--- src/rtl/add_serial_pkg.sv ---
// add_serial_pkg
//   Shared definitions for the digit-serial adder/subtractor.
//   - state_t     : FSM state encoding (IDLE=0, ADD=1, DONE=2), 2 bits wide.
//   - count_width : width of the digit counter for a given digit count,
//                   clog2(n) with a floor of 1 bit.
package add_serial_pkg;

  typedef enum logic [1:0] {
    IDLE = 2'd0,
    ADD  = 2'd1,
    DONE = 2'd2
  } state_t;

  function automatic int count_width(input int n);
    return (n <= 1) ? 1 : $clog2(n);
  endfunction

endpackage

--- src/rtl/serial_digit_adder.sv ---
// serial_digit_adder
//   Combinational DIGIT-bit adder slice used once per cycle by the serial
//   datapath.
//   Ports:
//     x, y   in  DIGIT  operand digits
//     cin    in  1      carry into bit 0 of the digit
//     s      out DIGIT  digit sum
//     cout   out 1      carry out of bit DIGIT-1
//     c_msb  out 1      carry into bit DIGIT-1 (for signed overflow)
module serial_digit_adder #(
  parameter int DIGIT = 1
) (
  input  logic [DIGIT-1:0] x,
  input  logic [DIGIT-1:0] y,
  input  logic             cin,
  output logic [DIGIT-1:0] s,
  output logic             cout,
  output logic             c_msb
);

  logic [DIGIT:0] sum;

  assign sum  = {1'b0, x} + {1'b0, y} + {{DIGIT{1'b0}}, cin};
  assign s    = sum[DIGIT-1:0];
  assign cout = sum[DIGIT];
  // Sum bit = x ^ y ^ carry_in, so the carry into the top bit falls out
  // of the top sum bit without a second adder.
  assign c_msb = x[DIGIT-1] ^ y[DIGIT-1] ^ sum[DIGIT-1];

endmodule

--- src/rtl/add_sub_serial_n.sv ---
// add_sub_serial_n
//   Digit-serial adder/subtractor: consumes DIGIT bits per cycle of two
//   WIDTH-bit operands, LSB digit first. Subtract is a + ~b + 1.
//   Ports:
//     clk        in   1      rising-edge clock
//     rst        in   1      synchronous active-high reset
//     start      in   1      latch a/b/sub and begin an operation
//     sub        in   1      0: a+b, 1: a-b (sampled with start)
//     a, b       in   WIDTH  operands (sampled with start)
//     busy       out  1      operation in progress (state ADD)
//     done       out  1      result valid (state DONE)
//     out        out  WIDTH  result, mod 2^WIDTH
//     cout       out  1      carry out of MSB (subtract: 1 = no borrow)
//     ovf        out  1      signed overflow
//     dbg_state  out  2      current FSM state (add_serial_pkg::state_t)
//
//   Handshake: start is a one-cycle request, accepted at a rising edge only
//   when the block is IDLE or DONE; while busy=1 start is ignored. done
//   stays high, with out/cout/ovf held, until the next accepted start or
//   reset. There is no backpressure on the result side.
module add_sub_serial_n
  import add_serial_pkg::*;
#(
  parameter int WIDTH = 8,
  parameter int DIGIT = 1
) (
  input  logic             clk,
  input  logic             rst,
  input  logic             start,
  input  logic             sub,
  input  logic [WIDTH-1:0] a,
  input  logic [WIDTH-1:0] b,
  output logic             busy,
  output logic             done,
  output logic [WIDTH-1:0] out,
  output logic             cout,
  output logic             ovf,
  output logic [1:0]       dbg_state
);

  localparam int N  = WIDTH / DIGIT;
  localparam int CW = count_width(N);
  localparam logic [CW-1:0] LAST = CW'(N - 1);

  if (WIDTH < 2) begin : g_bad_width
    $error("add_sub_serial_n: WIDTH must be >= 2");
  end
  if (DIGIT < 1 || (WIDTH % DIGIT) != 0) begin : g_bad_digit
    $error("add_sub_serial_n: DIGIT must evenly divide WIDTH");
  end

  state_t            state;
  state_t            state_nxt;
  logic [WIDTH-1:0]  a_reg;
  logic [WIDTH-1:0]  b_reg;
  logic              carry;
  logic [CW-1:0]     count;
  logic              last;

  logic [DIGIT-1:0]       dig_s;
  logic                   dig_cout;
  logic                   dig_cmsb;
  logic [WIDTH+DIGIT-1:0] out_cat;
  logic [WIDTH-1:0]       out_shift;

  serial_digit_adder #(.DIGIT(DIGIT)) u_digit (
    .x     (a_reg[DIGIT-1:0]),
    .y     (b_reg[DIGIT-1:0]),
    .cin   (carry),
    .s     (dig_s),
    .cout  (dig_cout),
    .c_msb (dig_cmsb)
  );

  assign last = (count == LAST);

  // New digit enters at the top; after N shifts the LSB digit lands at
  // bit 0. Going through a wider vector keeps DIGIT == WIDTH legal.
  assign out_cat   = {dig_s, out} >> DIGIT;
  assign out_shift = out_cat[WIDTH-1:0];

  // State register
  always_ff @(posedge clk) begin
    if (rst) state <= IDLE;
    else     state <= state_nxt;
  end

  // Next-state logic
  always_comb begin
    state_nxt = state;
    case (state)
      IDLE:    if (start) state_nxt = ADD;
      ADD:     if (last)  state_nxt = DONE;
      DONE:    if (start) state_nxt = ADD;
      default: state_nxt = IDLE;
    endcase
  end

  // Output decode
  always_comb begin
    busy      = (state == ADD);
    done      = (state == DONE);
    dbg_state = state;
  end

  // Datapath
  always_ff @(posedge clk) begin
    if (rst) begin
      a_reg <= '0;
      b_reg <= '0;
      carry <= 1'b0;
      count <= '0;
      out   <= '0;
      cout  <= 1'b0;
      ovf   <= 1'b0;
    end else begin
      case (state)
        IDLE, DONE: begin
          if (start) begin
            a_reg <= a;
            // Subtract as a + ~b + 1: invert b here, seed carry with 1.
            b_reg <= sub ? ~b : b;
            carry <= sub;
            count <= '0;
            out   <= '0;
            cout  <= 1'b0;
            ovf   <= 1'b0;
          end
        end
        ADD: begin
          out   <= out_shift;
          a_reg <= a_reg >> DIGIT;
          b_reg <= b_reg >> DIGIT;
          carry <= dig_cout;
          if (last) begin
            cout <= dig_cout;
            ovf  <= dig_cmsb ^ dig_cout;
          end else begin
            count <= count + 1'b1;
          end
        end
        default: ;
      endcase
    end
  end

endmodule

--- config.mk ---
export PLATFORM = sky130hd
export DESIGN_NAME = add_sub_serial_n
export DESIGN_NICKNAME = d
export VERILOG_FILES = /design/src/rtl/add_serial_pkg.sv /design/src/rtl/serial_digit_adder.sv /design/src/rtl/add_sub_serial_n.sv
export SDC_FILE = /design/constraint.sdc
export NUM_CORES = 1
export LEC_CHECK = 0
export BUFFER_PORTS_ARGS = -buffer_cell sky130_fd_sc_hd__buf_2
export CORE_MARGIN = 3
export CORE_UTILIZATION = 52
export CTS_CLUSTER_SIZE = 40
export DETAILED_ROUTE_END_ITERATION = 6
export HOLD_SLACK_MARGIN = 0.03
export PLACE_DENSITY = 0.74
export RECOVER_POWER = 100
export SETUP_SLACK_MARGIN = 0.3
export SKIP_CTS_REPAIR_TIMING = 1
export SYNTH_ARGS = -nofsm -noshare
export SYNTH_HDL_FRONTEND = slang
export SYNTH_HIERARCHICAL = 1
export SYNTH_SLANG_ARGS = --single-unit
--- constraint.sdc ---
create_clock -name clk -period 2.1 [get_ports clk]
set_clock_uncertainty 0.15 [all_clocks]
set_input_delay 0.315 -clock clk [delete_from_list [all_inputs] [get_ports clk]]
set_output_delay 0.315 -clock clk [all_outputs]
set_load 0.05 [all_outputs]
==> key figures <==
Run status
  – Status: complete, no violations

Floorplan
  – FP Rows: 18
  – # IOs: 34
  – Initial core utilization: 56.9%
  – Die height: 59.2 um
  – Core area: 2590 um^2
  – Die width: 59.2 um
  – Die ar.: 3510 um^2

Clocking
  – Clk buf depth: 2
  – CTS tree: done
  – Clock slew at reported path FFs: 0.09 ns
  – Clock Latency Late Sink: 0.33 ns
  – Clock root buffer: clkbuf_4
  – CTS Buf Count: 5
  – CTS HTree Levels: 2
  – CTS sink cnt: 32

Placement
  – Post-DP HPWL: 2010 um
  – Port Buffers: 33
  – GPL Wtd Cong: 0.745
  – Pre-CTS WS: 0.355 ns

Routing
  – Pre-Repair DR Iteration Count: 4
  – Via count: 1266
  – Residual DRC: 0
  – Routed Antenna Nets: 0
  – Initial DRC count: 62
  – Routed WL: 3180 um
  – Drt via density: 5.68
  – Drt wl/cell: 14.3 um

Final layout
  – Layout cells sized above 1: 18.7%
  – Layout Area Growth over Synthesis: 13.5%
  – Ant. Diodes: 0
  – Nets@finish: 216

STA
  – TNS Setup: 0 ns
  – Fmax achieved: 0.533 GHz
  – Max_slew headroom: 59.2%
  – Fin crit share: 89.4%
  – RSZ-0062 raised after global routing: yes
  – Fin. max-slew vios: 0
  – Final worst setup slack: 0.222 ns
  – Hold Vio Cnt, Final: 0
  – Tmin final: 1.88 ns
  – Finish-stage setup viols: 0
  – Worst slew pin tran: 0.614 ns

Setup path
  – Launching point of the worst reg2reg path: b_reg[0]$_SDFFE_PP0P_
  – Slowest cell on crit path: clkbuf_1
  – FF-to-FF setup slack: 0.34 ns
  – CP Capture Type: output pin
  – FF-to-FF End: ovf$_SDFFE_PP0P_
  – CP Launch Point: dbg_state[0]$_SDFFE_PP0P_
  – Slowest Stage Delay on Critical Path: 0.47 ns
  – Critical Setup Path Class: flip-flop to output pin
  – Critical path arrival: 1.41 ns
  – Crit path capture: done
  – CP Max Fanout: 8
  – CP Launch Type: flip-flop
  – Reg2Reg Depth: 5
  – Critical path cell sequence: and2b_1, clkbuf_1
  – Critical Path RT: 1.63 ns

Logic synthesis
  – Post-Synthesis Cell Area: 1470 um^2
  – Post-Syn Nets: 186
  – Synth Instances: 162
  – Post-Syn Area per Cell: 9.09 um^2
  – Synth cell types: 25
  – Post-synthesis sequential area ratio: 43.5%
  – Synthesized flop and latch total: 32
  – Synth warnings: 6

Global route
  – Largest net degree at the start of global routing: 33
  – Vias in the first global route: 1158
  – GRT Util Overall: 19.1%
  – Initial antenna violation count: 0
  – Global-route wire length before repair: 5090 um
  – Grt ovf: 0

Worst hold path
  – HP Class: input port to flip-flop
  – WHS Path Cells: 3

Power
  – Total power per unit cell area: 737 nW/um^2
  – LEAKAGE: 0.000644 uW
  – Peak supply drop: 558 uV

Job
  – Max cap viols: 0
final cells by class:
class / instances / area, um^2
clock buffers: 8 / 58.8
repair inverters: 1 / 8.76
fillers: 237 / 918
repair buffers: 36 / 169
inverters: 2 / 33.8
multi-input cells: 114 / 721
flip-flops and latches: 32 / 643
well taps: 30 / 37.5
power breakdown:
part / switching (uW) / total [uW] / internal, uW / leakage (uW)
Sequential: 21.1 / 658 / 637 / 0.000262
Clock: 198 / 363 / 165 / 0.0000326
Combinational: 125 / 211 / 85.5 / 0.000349
layout by cell type, fill, tap and decap left out:
cell type	count
nand2_1	12
ha_1	3
nor2_1	1
inv_6	1
clkbuf_8	1
clkbuf_4	5
buf_4	2
a21oi_1	31
dfxtp_2	2
bufinv_16	1
clkbuf_2	2
nor3b_1	1
clkbuf_1	15
a22oi_1	14
buf_2	19
xor2_1	9
xor3_1	1
nand2b_4	1
inv_1	1
nand2b_1	2
o211ai_1	1
nand3b_1	1
fa_1	1
a22oi_2	2
nor2b_1	1
nand3_1	31
and2b_1	1
dfxtp_1	30
or3b_1	1
cell families (layout without fill, tap and decap cells):
logic type	count (synthesis)	in the layout	share of synthesized area, %
and+or+nand+nor	52	52	17.7
AOI/OAI and AO/OA	48	48	19.9
DFF	32	32	43.5
buffers and inverters	16	47	8.07
xor gates and xnor gates	10	10	6.97
adders and majority gates	4	4	3.91
metal layers:
metal  up-vias  routed length, um  GRT usage, %
met1       589               1380          23.4
met4         0                 58          10.7
met2        35               1580          30.9
met5         -                  0             0
li1        635                  -             -
met3         7                166          4.14
per-stage QoR:
step	util, %	power (uW)	instances	hold WS [ns]	cell area (um^2)
floorplan	-	833	162	0.234	1470
global placement	61.5	861	214	0.299	1590
detailed placement	61.5	870	214	0.308	1590
CTS	63.8	1230	222	0.0482	1650
global route	64.5	1300	223	0.0544	1670
finish	64.5	1230	223	0.0568	1670
cells in the mapped netlist:
master / instances / area [um^2]
dfxtp_1: 32 / 641
a21oi_1: 31 / 155
nand3_1: 31 / 155
a22oi_1: 14 / 105
nand2_1: 12 / 45.0
xor2_1: 9 / 78.8
buf_4: 6 / 45.0
clkbuf_1: 3 / 11.3
ha_1: 3 / 37.5
nand2b_1: 3 / 18.8
a22oi_2: 2 / 25.0
buf_2: 2 / 10.0
buf_6: 2 / 22.5
and2b_1: 1 / 7.51
buf_8: 1 / 15.0
fa_1: 1 / 20.0
inv_1: 1 / 3.75
inv_8: 1 / 11.3
nand3b_1: 1 / 7.51
nor2_1: 1 / 3.75
nor2b_1: 1 / 6.26
nor3b_1: 1 / 7.51
o211ai_1: 1 / 7.51
or3b_2: 1 / 8.76
xor3_1: 1 / 23.8
worst max-delay path: cells and delay by family, from the launching register on:
| kind | cells | cell delay (ns) |
|---|---|---|
| buf+inv | 1 | 0.47 |
| simple gates | 1 | 0.23 |
| flops | 1 | 0.37 |
worst min-delay path by stage:
stage | from | end | slack [ns]
CTS | a[7] | a_reg[7]$_SDFFE_PP0P_ | 0.05
finish | a[7] | a_reg[7]$_SDFFE_PP0P_ | 0.06
global route | a[7] | a_reg[7]$_SDFFE_PP0P_ | 0.05
floorplan | rst | b_reg[7]$_SDFFE_PP0P_ | 0.23
detailed placement | out[0]$_SDFFE_PP0P_ | out[0]$_SDFFE_PP0P_ | 0.31
global placement | out[1]$_SDFFE_PP0P_ | out[0]$_SDFFE_PP0P_ | 0.30
Power figures use the tool's default switching activity.
